==> src/rtl/rom_loader_pkg.sv <==
// rom_loader_pkg: constants and types shared by the ROM download sequencer.
//   SLOT_*      - SDRAM ROM slot numbers (upper 9 address bits of mem_a)
//   PAGE_BYTES  - size of one download page
//   LAST_OFFSET - in-page offset of the final byte of a page
//   state_e     - per-byte write sequencer states
package rom_loader_pkg;

    localparam logic [8:0] SLOT_OS     = 9'h000;
    localparam logic [8:0] SLOT_BASIC  = 9'h100;
    localparam logic [8:0] SLOT_AMSDOS = 9'h107;

    localparam int PAGE_BYTES = 16384;
    localparam int OFFSET_W   = $clog2(PAGE_BYTES);

    localparam logic [OFFSET_W-1:0] LAST_OFFSET = OFFSET_W'(PAGE_BYTES - 1);

    typedef enum logic [1:0] {
        IDLE   = 2'd0,
        ARM    = 2'd1,
        STROBE = 2'd2
    } state_e;

endpackage

==> src/rtl/rom_page_map.sv <==
// rom_page_map: translates a 16 KB download page number to its SDRAM ROM
// slot and bank.
//   page  in  11  download page (ioctl_addr[24:14])
//   slot  out  9  SDRAM ROM slot
//   bank  out  2  SDRAM bank
//   valid out  1  page is one of the mapped pages
module rom_page_map
    import rom_loader_pkg::*;
(
    input  logic [10:0] page,
    output logic [8:0]  slot,
    output logic [1:0]  bank,
    output logic        valid
);

    always_comb begin
        slot  = SLOT_OS;
        bank  = 2'd0;
        valid = 1'b0;
        case (page)
            11'd0: begin slot = SLOT_OS;     bank = 2'd0; valid = 1'b1; end
            11'd1: begin slot = SLOT_BASIC;  bank = 2'd0; valid = 1'b1; end
            11'd2: begin slot = SLOT_AMSDOS; bank = 2'd0; valid = 1'b1; end
            11'd3: begin slot = SLOT_OS;     bank = 2'd1; valid = 1'b1; end
            11'd4: begin slot = SLOT_BASIC;  bank = 2'd1; valid = 1'b1; end
            11'd5: begin slot = SLOT_AMSDOS; bank = 2'd1; valid = 1'b1; end
            default: ;
        endcase
    end

endmodule

==> src/rtl/rom_loader.sv <==
// rom_loader: moves ROM image bytes from the HPS ioctl stream into SDRAM while
// the machine is held in reset. Each accepted byte is held on mem_a/mem_bank/
// mem_din and written with a strobe exactly one ce_ref period long; the HPS is
// stalled with ioctl_wait for the whole transfer.
//   clk_sys, reset        system clock, synchronous active-high reset
//   ce_ref                SDRAM slot enable (one pulse per 16 cycles)
//   download_en           ROM download in progress
//   ioctl_wr/addr/dout    HPS byte stream
//   ioctl_wait            stall request to the HPS
//   mem_we/a/bank/din     SDRAM write port (reset-side mux)
//   loaded[PAGES]         bit p set once the last byte of page p is written
//   done                  high from download end until the next download start
module rom_loader
    import rom_loader_pkg::*;
#(
    parameter int PAGES = 6
) (
    input  logic             clk_sys,
    input  logic             reset,
    input  logic             ce_ref,
    input  logic             download_en,
    input  logic             ioctl_wr,
    input  logic [24:0]      ioctl_addr,
    input  logic [7:0]       ioctl_dout,
    output logic             ioctl_wait,
    output logic             mem_we,
    output logic [22:0]      mem_a,
    output logic [1:0]       mem_bank,
    output logic [7:0]       mem_din,
    output logic [PAGES-1:0] loaded,
    output logic             done
);

    state_e           state_q, state_d;
    logic             mem_we_q, mem_we_d;
    logic             ioctl_wait_q, ioctl_wait_d;
    logic [22:0]      mem_a_q, mem_a_d;
    logic [1:0]       mem_bank_q, mem_bank_d;
    logic [7:0]       mem_din_q, mem_din_d;
    logic [2:0]       page_q, page_d;
    logic             last_q, last_d;
    logic [PAGES-1:0] loaded_q, loaded_d;
    logic             done_q, done_d;
    logic             dl_en_q, dl_en_d;

    logic [8:0] map_slot;
    logic [1:0] map_bank;
    logic       map_valid;
    logic       accept;

    rom_page_map u_page_map (
        .page  (ioctl_addr[24:14]),
        .slot  (map_slot),
        .bank  (map_bank),
        .valid (map_valid)
    );

    // Bytes for unmapped pages are dropped without stalling the HPS.
    assign accept = (state_q == IDLE) && download_en && ioctl_wr && map_valid && !ioctl_wait_q;

    always_comb begin
        // NOTE: every signal gets a default before the case so no path leaves
        // it unassigned, which would otherwise infer a latch.
        state_d    = state_q;
        mem_we_d   = mem_we_q;
        mem_a_d    = mem_a_q;
        mem_bank_d = mem_bank_q;
        mem_din_d  = mem_din_q;
        page_d     = page_q;
        last_d     = last_q;
        loaded_d   = loaded_q;
        done_d     = done_q;
        dl_en_d    = download_en;

        case (state_q)
            IDLE: begin
                if (accept) begin
                    mem_a_d    = {map_slot, ioctl_addr[OFFSET_W-1:0]};
                    mem_bank_d = map_bank;
                    mem_din_d  = ioctl_dout;
                    page_d     = ioctl_addr[16:14];
                    last_d     = (ioctl_addr[OFFSET_W-1:0] == LAST_OFFSET);
                    state_d    = ARM;
                end
            end
            // ce_ref in the accept cycle is ignored: ARM only reacts to a later
            // pulse, so the strobe always covers one whole slot period.
            ARM: begin
                if (ce_ref) begin
                    mem_we_d = 1'b1;
                    state_d  = STROBE;
                end
            end
            STROBE: begin
                if (ce_ref) begin
                    mem_we_d = 1'b0;
                    state_d  = IDLE;
                    for (int p = 0; p < PAGES; p++) begin
                        if (last_q && (page_q == 3'(p))) begin
                            loaded_d[p] = 1'b1;
                        end
                    end
                end
            end
            default: state_d = IDLE;
        endcase

        // The stall covers the transfer plus the cycle after the strobe drops,
        // so the HPS never sees wait low while the write is still completing.
        ioctl_wait_d = (state_d != IDLE) || mem_we_q;

        // Download edges; a start overrides any page completing this cycle.
        if (download_en && !dl_en_q) begin
            loaded_d = '0;
            done_d   = 1'b0;
        end else if (!download_en && dl_en_q) begin
            done_d = 1'b1;
        end
    end

    always_ff @(posedge clk_sys) begin
        // NOTE: non-blocking assignments so every flop samples pre-edge values
        // regardless of statement order.
        if (reset) begin
            state_q      <= IDLE;
            mem_we_q     <= 1'b0;
            ioctl_wait_q <= 1'b0;
            mem_a_q      <= '0;
            mem_bank_q   <= '0;
            mem_din_q    <= '0;
            page_q       <= '0;
            last_q       <= 1'b0;
            loaded_q     <= '0;
            done_q       <= 1'b0;
            dl_en_q      <= 1'b0;
        end else begin
            state_q      <= state_d;
            mem_we_q     <= mem_we_d;
            ioctl_wait_q <= ioctl_wait_d;
            mem_a_q      <= mem_a_d;
            mem_bank_q   <= mem_bank_d;
            mem_din_q    <= mem_din_d;
            page_q       <= page_d;
            last_q       <= last_d;
            loaded_q     <= loaded_d;
            done_q       <= done_d;
            dl_en_q      <= dl_en_d;
        end
    end

    assign ioctl_wait = ioctl_wait_q;
    assign mem_we     = mem_we_q;
    assign mem_a      = mem_a_q;
    assign mem_bank   = mem_bank_q;
    assign mem_din    = mem_din_q;
    assign loaded     = loaded_q;
    assign done       = done_q;

endmodule

==> config.mk <==
export PLATFORM = sky130hd
export DESIGN_NAME = rom_loader
export DESIGN_NICKNAME = d
export VERILOG_FILES = /design/src/rtl/rom_loader_pkg.sv /design/src/rtl/rom_page_map.sv /design/src/rtl/rom_loader.sv
export SDC_FILE = /design/constraint.sdc
export NUM_CORES = 1
export LEC_CHECK = 0
export CORE_ASPECT_RATIO = 0.5
export CORE_MARGIN = 5
export CORE_UTILIZATION = 44
export CTS_CLUSTER_SIZE = 12
export DETAILED_ROUTE_END_ITERATION = 6
export PLACE_DENSITY = 0.85
export SYNTH_ARGS = -nofsm -noshare
export SYNTH_HDL_FRONTEND = slang
export SYNTH_SLANG_ARGS = --single-unit
==> constraint.sdc <==
create_clock -name clk_sys -period 5 [get_ports clk_sys]
set_clock_uncertainty 0.05 [all_clocks]
set_input_delay 1 -clock clk_sys [delete_from_list [all_inputs] [get_ports clk_sys]]
set_output_delay 1 -clock clk_sys [all_outputs]
set_load 0.02 [all_outputs]
Word-level counts from Yosys, hierarchy flattened --
Cells that the tools add are included.
Word-level totals: flip-flop bits (word level) 49, output and inout bits 42, word-level logic and storage cells 75
Operators by class: eq/ne operators 15, muxes and demuxes 10, reduce and logical (&&, ||, !) cells 34
Operators with widths (number):
- $eq 11x2->1 const B | 2
- $eq 11x3->1 const B | 2
- $reduce_and 3->1 | 7
- $pmux 9 s2 | 1
- $eq 14x14->1 const B | 1
- $logic_and 1x1->1 | 12
- $eq 11x1->1 const B | 1
- $logic_not 11->1 | 1
- $eq 3x2->1 const B | 2
- $eq 3x3->1 const B | 2
- $mux 2 | 3
- $pmux 2 s3 | 1
- $reduce_or 2->1 | 3
- $reduce_or 6->1 | 1
- $mux 1 | 4
- $ne 2x2->1 const B | 2
- $reduce_bool 2->1 | 2
- $eq 3x1->1 const B | 1
- $logic_not 1->1 | 3
- $logic_not 3->1 | 1
- $reduce_or 3->1 | 1
- $eq 2x1->1 const B | 1
- $eq 2x2->1 const B | 1
- $logic_not 2->1 | 1
- 3 further kinds | 3

Logic depth before layout (Yosys ltp) --
Gate-level depths: netlist (run 1).
depth in word-level cells 9, mapped depth 6, depth with buffers taken out 4

Modules after synthesis --
From an unflattened synthesis (run 1), not the netlist that was laid out.
Unflattened totals: cells, all modules 246, area total of the unflattened synthesis 2075.7 µm²
Modules (own cells, without submodules):
- rom_loader | instances 1, cells an instance 226, area each 1925.6 µm²
- rom_page_map | instances 1, cells an instance 20, area each 150.1 µm²

Worst setup path before layout (run 1) --
OpenSTA, ideal clock, no wires.
path kind input-to-reg, start point input port ioctl_addr[17], end point register mem_a_q[10], in the netlist mem_a[10], library setup time 0.132 ns, arrival 2.504 ns, slack 2.313 ns, stages 6, cell sequence or4_1 -> or4_1 -> buf_2 -> buf_6 -> o21ai_1 -> a21oi_1
Between the ends: longest elaborated chain between the ends 6, elaborated cells on any way between the ends 11, classes of those cells eq/ne (5); mux (1); reduce/logical (5)
Ends and longest elaborated chain:
- from (decl) | RTL line rom_loader.sv:23 | input logic [24:0] ioctl_addr,
- $eq 11x1->1 (tied with other cells) | RTL line rom_page_map.sv:20 | case (page)
- $reduce_or 6->1 (no source line) *
- $mux 1 * | RTL line rom_page_map.sv:20
- $logic_and 1x1->1 * (2 in a row) | RTL line rom_loader.sv:59 | assign accept = (state_q == IDLE) && download_en && ioctl_wr && map_valid && !ioctl_wait_q;
- $reduce_and 2->1 (no source line) *
- to (signal assigned) | RTL line rom_loader.sv:140 | mem_a_q <= mem_a_d;
- to (decl) | RTL line rom_loader.sv:37 | logic [22:0] mem_a_q, mem_a_d;
Mark *: on every way between the ends. The rest lies on a longest branch, timed or not. A chain may end at the register's enable or synchronous reset.

Final worst setup path (run 1) --
start point input port ioctl_addr[17], end point register mem_bank_q[0], in the netlist mem_bank[0]
Between the ends: longest elaborated chain between the ends 6, elaborated cells on any way between the ends 13, classes of those cells eq/ne (5); mux (2); reduce/logical (6)
Ends and longest elaborated chain:
- $eq 11x1->1 (tied with other cells) | RTL line rom_page_map.sv:20
- $reduce_or 6->1 (no source line)
- $mux 1 | RTL line rom_page_map.sv:20
- $logic_and 1x1->1 (2 in a row) | RTL line rom_loader.sv:59
- $reduce_and 2->1 (no source line)
- to (signal assigned) | RTL line rom_loader.sv:141 | mem_bank_q <= mem_bank_d;
- to (decl) | RTL line rom_loader.sv:38 | logic [1:0] mem_bank_q, mem_bank_d;
Several ways; a longest one is shown, not always the timed one.

==> flow_metrics.env, run 1 <==
export IMPL_status="finished clean"
export IMPL_grt_pass1_wl_um=7570
export IMPL_grt_max_degree=37
export IMPL_port_buffers=73
export IMPL_grt_pass1_vias=1721
export IMPL_tns_ps=0
export IMPL_wl_per_cell_um=14.4
export IMPL_insertion_delay_ps=290
export IMPL_worstMarginPinSlew_ps=983
export IMPL_nNetsFinal=310
export IMPL_combPwrFrac_pct=9.9
export IMPL_worstRegToRegCells=4
export IMPL_critPathArrivalTime_ps=3360
export IMPL_ys_ff_latch=41
export IMPL_synth_xor_area_share_pct=0.511
export IMPL_cp_start_kind="primary input"
export IMPL_overflow=0
export IMPL_whs_ps=424
export IMPL_maxCapViolations=0
export IMPL_cp_common_cell="or4_1"
export IMPL_slowest_stage="or4_1"
export IMPL_synth_simple_area_share_pct=21.5
export IMPL_final_common_cell="clkdlybuf4s50_1"
export IMPL_switching_share_pct=23.5
export IMPL_final_area_sq_mm=0.00249
export IMPL_period_minus_slack_ps=3240
export IMPL_grt_usage_pct=17.9
export IMPL_synth_compound_area_share_pct=21.2
export IMPL_initial_utilization_pct=44.8
export IMPL_path_cells="clkdlybuf4s50_1 -> or4_1 -> or4_1 -> nor2_1 -> a211oi_1"
export IMPL_cp_required_ps=5110
export IMPL_synth_mux_area_share_pct=0
export IMPL_timing_final_hold_violations=0
export IMPL_endpoint_kind="register"
export IMPL_syn_to_final_growth_pct=45.6
export IMPL_syn_area_per_cell_sq_um=8.20
export IMPL_synthesis_area_sq_mm=0.00171
export IMPL_numClockSinks=41
export IMPL_relSlewSlack_pct=34.3
export IMPL_drive_gt1_share_pct=4.76
export IMPL_synth_cell_types=29
export IMPL_place_gp_congestion=0.762
export IMPL_rr_endpoint="mem_bank[0]$_SDFFE_PP0P_"
export IMPL_r2r_start="state_q[0]$_SDFF_PP0_"
export IMPL_die_area_sq_mm=0.00532
export IMPL_fmax_mhz=308
export IMPL_p_leak_nw=0.821
export IMPL_yosysSeqAreaShare_pct=47.9
export IMPL_post_route_period_util_pct=64.9
export IMPL_slew_violations=0
export IMPL_cts_clk_slew_worst_paths_ps=80
export IMPL_yosysWarnings=0
export IMPL_die_w_um=98.2
export IMPL_dpl_cell_area_sq_mm=0.00241
export IMPL_cts_made_buffers=5
export IMPL_drtPass1Iterations=4
export IMPL_min_from="loaded[3]$_SDFFE_PP0P_"
export IMPL_final_cell_mix="clkdlybuf4s50_1 (73), dfxtp_1 (41), a21oi_1 (38), nand3_1 (25), o21ai_1 (20)"
export IMPL_setup_viol=0
export IMPL_antenna_found_initial=0
export IMPL_drt_iter0_markers=105
export IMPL_die_y_um=54.1
export IMPL_core_area_sq_mm=0.00382
export IMPL_place_hpwl_um=3370
export IMPL_drt_wl_total_um=4700
export IMPL_cts_htree_levels=2
export IMPL_crit_path_max_fanout=27
export IMPL_cts_resized_gates=0
export IMPL_r2r_slack_ps=2620
export IMPL_synthFlopType="dfxtp_1"
export IMPL_rsz0062_at_grt="false"
export IMPL_cts_buffer_depth=2
export IMPL_synthAdderAreaFrac_pct=0
export IMPL_pwr_share_clk_pct=35.0
export IMPL_min_to="loaded[3]$_SDFFE_PP0P_"
export IMPL_pwr_share_seq_pct=55.1
export IMPL_place_ws_ps=1460
export IMPL_io_pins=80
export IMPL_internal_power_w=0.000455
export IMPL_hold_class="reg2reg"
export IMPL_ir_drop_v=0.000149
export IMPL_cts_setup_buffers=0
export IMPL_synth_top_family_by_area="simple AND/OR/NAND/NOR gates"
export IMPL_synth_edf_count=0
export IMPL_crit_type="in2reg"
export IMPL_vias=1734
export IMPL_nFillCells=311
export IMPL_cpPeakStageDelay_ps=930
export IMPL_cts_hold_fix_buffers=0
export IMPL_routed_via_density=5.30
export IMPL_async_flop_share_pct=0
export IMPL_rows=16
export IMPL_fin_ws_ps=1760
export IMPL_drc=0
export IMPL_cts_tree="built"
export IMPL_synth_cells=209
export IMPL_diodes=0
export IMPL_p_per_area_mw_per_mm2=238
export IMPL_p_sw_w=0.000140
export IMPL_clockRootBuffer="clkbuf_8"
export IMPL_hold_depth=2
export IMPL_ant_nets=0
worst max-delay path by stage:
stage	startpoint	end	slack, ps	depth (start not counted)
5_1_grt	ioctl_addr[17]	mem_din[7]$_SDFFE_PP0P_	1630	5
2_1_floorplan	ioctl_addr[17]	mem_a[10]$_SDFFE_PP0P_	2310	6
3_5_place_dp	ioctl_addr[17]	mem_bank[0]$_SDFFE_PP0P_	1460	5
4_1_cts	ioctl_addr[17]	mem_bank[0]$_SDFFE_PP0P_	1770	5
3_3_place_gp	ioctl_addr[17]	mem_bank[0]$_SDFFE_PP0P_	1510	5
6_report	ioctl_addr[17]	mem_bank[0]$_SDFFE_PP0P_	1760	5
routing by layer:
metal | vias to the layer above | part of all wire, % | GRT usage [%]
li1 | 852 | - | -
met1 | 812 | 42 | 19.1
met2 | 60 | 51 | 34.1
met3 | 10 | 5.4 | 5.17
met4 | 0 | 1.9 | 7.94
met5 | - | 0 | 0
per-stage QoR:
stage / total power [W] / cells / utilization [%]
floorplan: 0.000360 / 214 / -
global placement: 0.000393 / 319 / 63.1
detailed placement: 0.000393 / 319 / 63.1
CTS: 0.000598 / 327 / 65.2
global route: 0.000619 / 327 / 65.2
finish: 0.000594 / 327 / 65.2
worst max-delay path, delay by kind of cell:
kind                   cells  cell delay [ps]
AND/OR/NAND/NOR            3             1840
buffers and inverters      1              390
AO/OA/AOI/OAI              1              120
power by group through the flow:
stage	combinational (W)	clock, W	sequential, W
finish	0.0000588	0.000208	0.000327
global route	0.0000631	0.000229	0.000328
CTS	0.0000586	0.000212	0.000327
detailed placement	0.0000582	0	0.000335
global placement	0.0000575	0	0.000335
floorplan	0.0000244	0	0.000336
flip-flops by register name, summed over array words and instances, names as in the netlist, 2 cells and up:
register and flops:
mem_a 16, state_q 2, page_q 3, loaded 6, mem_din 8
Yosys cell counts (all sizes together), types with 2 or more instances:
library cell   n  area share, %
a211oi         2           0.88
a21oi         38             11
and2           2           0.73
buf           14            6.0
clkbuf        10            2.2
dfxtp         41             48
inv            2           0.44
nand2          8            1.8
nand2b         4            1.5
nand3         25            7.3
nand4          4            1.5
nor2          11            2.4
nor2b          3            1.1
nor3           4            1.2
nor3b          2           0.88
nor4           2           0.73
o21ai         27            7.9
or4            3            1.5
cells by family (layout without fill, tap and decap cells):
| group | Yosys count | in the layout |
|---|---|---|
| buffers and inverters | 26 | 85 |
| AOI/OAI and AO/OA | 70 | 70 |
| and+or+nand+nor | 70 | 70 |
| xor gates and xnor gates | 1 | 1 |
| DFF | 41 | 41 |
| other | 1 | 6 |
area by class of cell:
cell class | count | area (sq um) | area share [%]
flip-flops and latches | 41 | 821 | 32.9
well taps | 54 | 67.6 | 2.71
clock buffers | 6 | 72.6 | 2.91
repair buffers | 75 | 746 | 29.9
multi-input cells | 147 | 769 | 30.9
clock inverters | 2 | 10.0 | 0.401
inverters | 2 | 7.51 | 0.301
Note: power is estimated with default switching activity, not from simulation.
==> run 2: changes to the inputs <==
--- a/config.mk
+++ b/config.mk
@@ -7,10 +7,10 @@
 export LEC_CHECK = 0
 export CORE_ASPECT_RATIO = 0.5
 export CORE_MARGIN = 5
-export CORE_UTILIZATION = 44
+export CORE_UTILIZATION = 41
 export CTS_CLUSTER_SIZE = 12
 export DETAILED_ROUTE_END_ITERATION = 6
-export PLACE_DENSITY = 0.85
+export PLACE_DENSITY = 0.8
 export SYNTH_ARGS = -nofsm -noshare
 export SYNTH_HDL_FRONTEND = slang
 export SYNTH_SLANG_ARGS = --single-unit
==> constraint.sdc (replaced) <==
create_clock -name clk_sys -period 3 [get_ports clk_sys]
set_clock_uncertainty 0.05 [all_clocks]
set_input_delay 0.6 -clock clk_sys [delete_from_list [all_inputs] [get_ports clk_sys]]
set_output_delay 0.6 -clock clk_sys [all_outputs]
set_load 0.02 [all_outputs]
==> run 2 against run 1 <==
Compared with the run above:
- first-iteration DRC count fell by 30%
- sequential share of layout area is 0.55 points lower
- design area increased by 1.7%
- non-clock buffer count is 4 higher
- final cell count rose by 1.2%
==> flow_metrics.env, run 2 (synthesis results as in run 1) <==
export IMPL_status="finished clean"
export IMPL_slew_violations=0
export IMPL_timing_final_hold_violations=0
export IMPL_drive_gt1_share_pct=6.14
export IMPL_r2r_start="state_q[0]$_SDFF_PP0_"
export IMPL_clockRootBuffer="clkbuf_8"
export IMPL_final_cell_mix="clkdlybuf4s50_1 (73), dfxtp_1 (41), a21oi_1 (38), nand3_1 (25), o21ai_1 (20)"
export IMPL_nFillCells=333
export IMPL_cts_buffer_depth=2
export IMPL_setup_viol=0
export IMPL_overflow=0
export IMPL_ir_drop_v=0.000233
export IMPL_die_y_um=55.7
export IMPL_rows=16
export IMPL_p_sw_w=0.000241
export IMPL_hold_class="reg2reg"
export IMPL_routed_via_density=5.25
export IMPL_drtPass1Iterations=4
export IMPL_internal_power_w=0.000761
export IMPL_path_cells="clkdlybuf4s50_1 -> or4_4 -> or4_1 -> buf_4 -> nor2_1 -> a211oi_1"
export IMPL_crit_type="in2reg"
export IMPL_syn_to_final_growth_pct=48.1
export IMPL_seqCellArea_sq_um=821
export IMPL_critPathLaunch="ioctl_addr[20]"
export IMPL_rsz0062_at_grt="false"
export IMPL_relSlewSlack_pct=62.2
export IMPL_vias=1739
export IMPL_numClockSinks=41
export IMPL_critPathArrivalTime_ps=2630
export IMPL_postLayoutCoreUtil_pct=64.0
export IMPL_port_buffers=73
export IMPL_cts_resized_gates=0
export IMPL_diodes=0
export IMPL_core_area_sq_mm=0.00396
export IMPL_die_w_um=101
export IMPL_final_common_cell="clkdlybuf4s50_1"
export IMPL_p_leak_nw=0.843
export IMPL_pwr_share_clk_pct=35.4
export IMPL_period_minus_slack_ps=2510
export IMPL_ant_nets=0
export IMPL_cts_made_buffers=5
export IMPL_grt_pass1_vias=1709
export IMPL_fin_ws_ps=487
export IMPL_drc=0
export IMPL_cpPeakStageDelay_ps=550
export IMPL_cts_hold_fix_buffers=0
export IMPL_grt_usage_pct=17.3
export IMPL_slowest_stage="or4_4"
export IMPL_antenna_found_initial=0
export IMPL_place_hpwl_um=3630
export IMPL_grt_pass1_wl_um=7980
export IMPL_fmax_mhz=398
export IMPL_post_route_period_util_pct=83.8
export IMPL_largest_reg_flops=16
export IMPL_grt_max_degree=36
export IMPL_insertion_delay_ps=290
export IMPL_cp_start_kind="primary input"
export IMPL_p_per_area_mw_per_mm2=395
export IMPL_maxCapViolations=0
export IMPL_die_area_sq_mm=0.00565
export IMPL_initial_utilization_pct=43.2
export IMPL_cts_tree="built"
export IMPL_tns_ps=0
export IMPL_place_ws_ps=186
export IMPL_cts_setup_buffers=0
export IMPL_crit_path_max_fanout=27
export IMPL_combPwrFrac_pct=10.2
export IMPL_pwr_share_seq_pct=54.5
export IMPL_wl_per_cell_um=14.5
export IMPL_drt_wl_total_um=4800
export IMPL_worstMarginPinSlew_ps=566
export IMPL_place_gp_congestion=0.738
export IMPL_nNetsFinal=314
export IMPL_drt_iter0_markers=73
export IMPL_cts_clk_slew_worst_paths_ps=80
export IMPL_r2r_slack_ps=950
export IMPL_io_pins=80
export IMPL_endpoint_kind="register"
export IMPL_switching_share_pct=24.0
export IMPL_cp_required_ps=3120
export IMPL_cts_htree_levels=2
export IMPL_multi_input_area_sq_um=769
export IMPL_min_from="mem_din[2]$_SDFFE_PP0P_"
run 2: changes by cell type in the layout (fill, tap and decap cells not counted):
| cell | before | now |
|---|---|---|
| buf_12 | 0 | 1 |
| buf_4 | 2 | 5 |
run 2: worst max-delay path, delay by kind of cell:
family / cells / cell delay, ps
buffers and inverters: 2 / 660
AO/OA/AOI/OAI: 1 / 100
AND/OR/NAND/NOR: 3 / 1270
run 2: layer usage:
| metal | GRT usage (%) | up-vias | share of wire [%] |
|---|---|---|---|
| li1 | - | 859 | - |
| met5 | 0 | - | 0 |
| met3 | 4.13 | 9 | 5.2 |
| met1 | 19.6 | 822 | 42 |
| met4 | 7.20 | 0 | 1.9 |
| met2 | 30.9 | 49 | 50 |
run 2: through the flow:
step,cell area [sq um],total power (W),cells,hold slack [ps]
after CTS,2540,0.00100,331,431
after detailed placement,2450,0.000659,323,411
after global routing,2540,0.00104,331,450
after floorplan,1730,0.000600,214,400
final,2540,0.00100,331,429
after global placement,2450,0.000657,323,406
run 2: power groups by stage:
| stage | sequential [W] | clock [W] | combinational (W) |
|---|---|---|---|
| after floorplan | 0.000559 | 0 | 0.0000407 |
| after global placement | 0.000559 | 0 | 0.0000983 |
| after global routing | 0.000546 | 0.000386 | 0.000109 |
| after detailed placement | 0.000559 | 0 | 0.000101 |
| final | 0.000546 | 0.000354 | 0.000102 |
| after CTS | 0.000546 | 0.000356 | 0.000101 |
run 2: worst paths after layout:
kind                            cells after the start                        to
worst max-delay path                                6  mem_bank[0]$_SDFFE_PP0P_
worst min-delay path                                2   mem_din[2]$_SDFFE_PP0P_
worst max register to register                      5  mem_bank[0]$_SDFFE_PP0P_
worst min register to register                      2   mem_din[2]$_SDFFE_PP0P_
run 2: cell type report:
class                           instances  area share (%)
Clock buffer                            6            2.86
Clock inverter                          2           0.395
Inverter                                2           0.296
Multi-Input combinational cell        147            30.3
Sequential cell                        41            32.4
Tap cell                               54            2.66
Timing Repair Buffer                   79            31.1
==> run 3: changes to the inputs <==
==> constraint.sdc (replaced) <==
create_clock -name clk_sys -period 2.6 [get_ports clk_sys]
set_clock_uncertainty 0.05 [all_clocks]
set_input_delay 0.52 -clock clk_sys [delete_from_list [all_inputs] [get_ports clk_sys]]
set_output_delay 0.52 -clock clk_sys [all_outputs]
set_load 0.02 [all_outputs]
==> run 3 against run 2 <==
Compared with the run above:
- global-route usage is 0.67 points lower
- final cell count is 1.8% higher
- via count is 0.40% lower
- clock power is 51% higher
- register-to-register slack worse by 370 ps
- core utilization is 2.4 points higher
- clock-buffer cell count stayed put
==> flow_metrics.env, run 3 (synthesis results as in run 1) <==
export IMPL_largest_reg_flops=16
export IMPL_min_to="loaded[5]$_SDFFE_PP0P_"
export IMPL_nNetsFinal=320
export IMPL_r2r_slack_ps=580
export IMPL_insertion_delay_ps=290
export IMPL_place_hpwl_um=3520
export IMPL_numClockSinks=41
export IMPL_rsz0062_at_grt="false"
export IMPL_drtPass1Iterations=4
export IMPL_cts_setup_buffers=0
export IMPL_diodes=0
export IMPL_routed_via_density=5.14
export IMPL_cts_clk_slew_worst_paths_ps=80
export IMPL_die_y_um=55.7
export IMPL_worstRegToRegCells=5
export IMPL_postLayoutCoreUtil_pct=66.4
export IMPL_cts_htree_levels=2
export IMPL_wl_per_cell_um=13.9
export IMPL_instances_no_fill=337
export IMPL_ir_drop_v=0.000300
export IMPL_min_from="loaded[5]$_SDFFE_PP0P_"
export IMPL_cp_required_ps=2720
export IMPL_initial_utilization_pct=43.2
export IMPL_nFillCells=322
export IMPL_core_area_sq_mm=0.00396
export IMPL_hold_class="reg2reg"
export IMPL_rr_endpoint="mem_din[7]$_SDFFE_PP0P_"
export IMPL_rows=16
export IMPL_status="finished clean"
export IMPL_critPathArrivalTime_ps=2480
export IMPL_clockRootBuffer="clkbuf_8"
export IMPL_overflow=0
export IMPL_setup_viol=0
export IMPL_slew_violations=0
export IMPL_timing_final_hold_violations=0
export IMPL_grt_usage_pct=16.6
export IMPL_cts_resized_gates=0
export IMPL_vias=1732
export IMPL_io_pins=80
export IMPL_drive_gt1_share_pct=8.48
export IMPL_final_cell_mix="clkdlybuf4s50_1 (73), dfxtp_1 (41), a21oi_1 (38), nand3_1 (25), o21ai_1 (20)"
export IMPL_p_per_area_mw_per_mm2=489
export IMPL_placedCellCount=329
export IMPL_cts_hold_fix_buffers=0
export IMPL_post_route_period_util_pct=90.7
export IMPL_hold_depth=2
export IMPL_die_w_um=101
export IMPL_syn_to_final_growth_pct=53.6
export IMPL_cts_buffer_depth=2
export IMPL_crit_path_max_fanout=19
export IMPL_antenna_found_initial=0
export IMPL_crit_type="in2reg"
export IMPL_cpPeakStageDelay_ps=570
export IMPL_port_buffers=73
export IMPL_cts_tree="built"
export IMPL_grt_max_degree=36
export IMPL_drc=0
export IMPL_path_cells="clkdlybuf4s50_1 -> or4_4 -> or4_1 -> buf_4 -> o21ai_0 -> a21oi_1"
export IMPL_endpoint_kind="register"
export IMPL_die_area_sq_mm=0.00565
export IMPL_cts_made_buffers=5
export IMPL_cp_start_kind="primary input"
export IMPL_maxCapViolations=0
export IMPL_r2r_start="state_q[0]$_SDFF_PP0_"
export IMPL_drt_wl_total_um=4680
export IMPL_period_minus_slack_ps=2360
export IMPL_ant_nets=0
export IMPL_grt_pass1_wl_um=7580
export IMPL_fmax_mhz=424
export IMPL_slowest_stage="or4_1"
export IMPL_final_common_cell="clkdlybuf4s50_1"
export IMPL_drt_iter0_markers=81
export IMPL_p_leak_nw=0.889
export IMPL_grt_pass1_vias=1638
export IMPL_place_gp_congestion=0.746
[run 3: cell types whose count changed in the layout (fill, tap and decap cells not counted)]
cell        previous run  this run
clkbuf_8               5         6
clkinv_2               2         0
buf_12                 1         2
clkbuf_1               1         0
buf_4                  5        10
bufinv_16              0         1
clkinvlp_4             0         1
[run 3: stage by stage]
stage	hold slack (ps)	setup WS (ps)	setup TNS [ps]	total power, W	cell area (sq um)
final	423	241	0	0.00129	2630
after global routing	444	141	0	0.00133	2630
after CTS	430	239	0	0.00130	2630
after detailed placement	408	-72.4	-835	0.000764	2510
after global placement	407	-36.5	-271	0.000763	2510
after floorplan	400	393	0	0.000692	1730
[run 3: how the worst max path moves through the flow]
stage	slack, ps	start	endpoint	cells after the start
finish	240	ioctl_addr[20]	mem_din[7]$_SDFFE_PP0P_	6
global route	140	download_en	mem_a[6]$_SDFFE_PP0P_	6
CTS	240	ioctl_addr[17]	mem_din[7]$_SDFFE_PP0P_	6
detailed placement	-70	ioctl_addr[20]	mem_din[7]$_SDFFE_PP0P_	6
global placement	-40	ioctl_addr[20]	mem_a[5]$_SDFFE_PP0P_	6
floorplan	390	ioctl_addr[17]	mem_a[10]$_SDFFE_PP0P_	6
[run 3: power by group]
part           internal (W)  total [W]  switching, W
Sequential         0.000629   0.000630   0.000000713
Clock              0.000312   0.000535      0.000223
Combinational     0.0000665   0.000121     0.0000547
Total               0.00101    0.00129      0.000278
[run 3: per-layer routing]
metal | vias to the layer above | wire length, um | track usage, %
met5 | - | 0 | 0
met4 | 0 | 27 | 7.01
met3 | 2 | 229 | 3.88
met2 | 45 | 2390 | 28.2
met1 | 811 | 2030 | 20.1
li1 | 874 | - | -
[run 3: worst max-delay path, delay by kind of cell]
family	cells	cell delay (ps)
AND/OR/NAND/NOR	2	1090
buffers and inverters	2	620
AO/OA/AOI/OAI	2	250
[run 3: cell type report]
type | instances | area (sq um) | share of cell area, %
repair buffers | 85 | 846 | 32.1
flip-flops and latches | 41 | 821 | 31.2
multi-input cells | 147 | 769 | 29.2
clock buffers | 6 | 82.6 | 3.14
well taps | 54 | 67.6 | 2.57
clock inverters | 2 | 37.5 | 1.43
inverters | 2 | 7.51 | 0.285
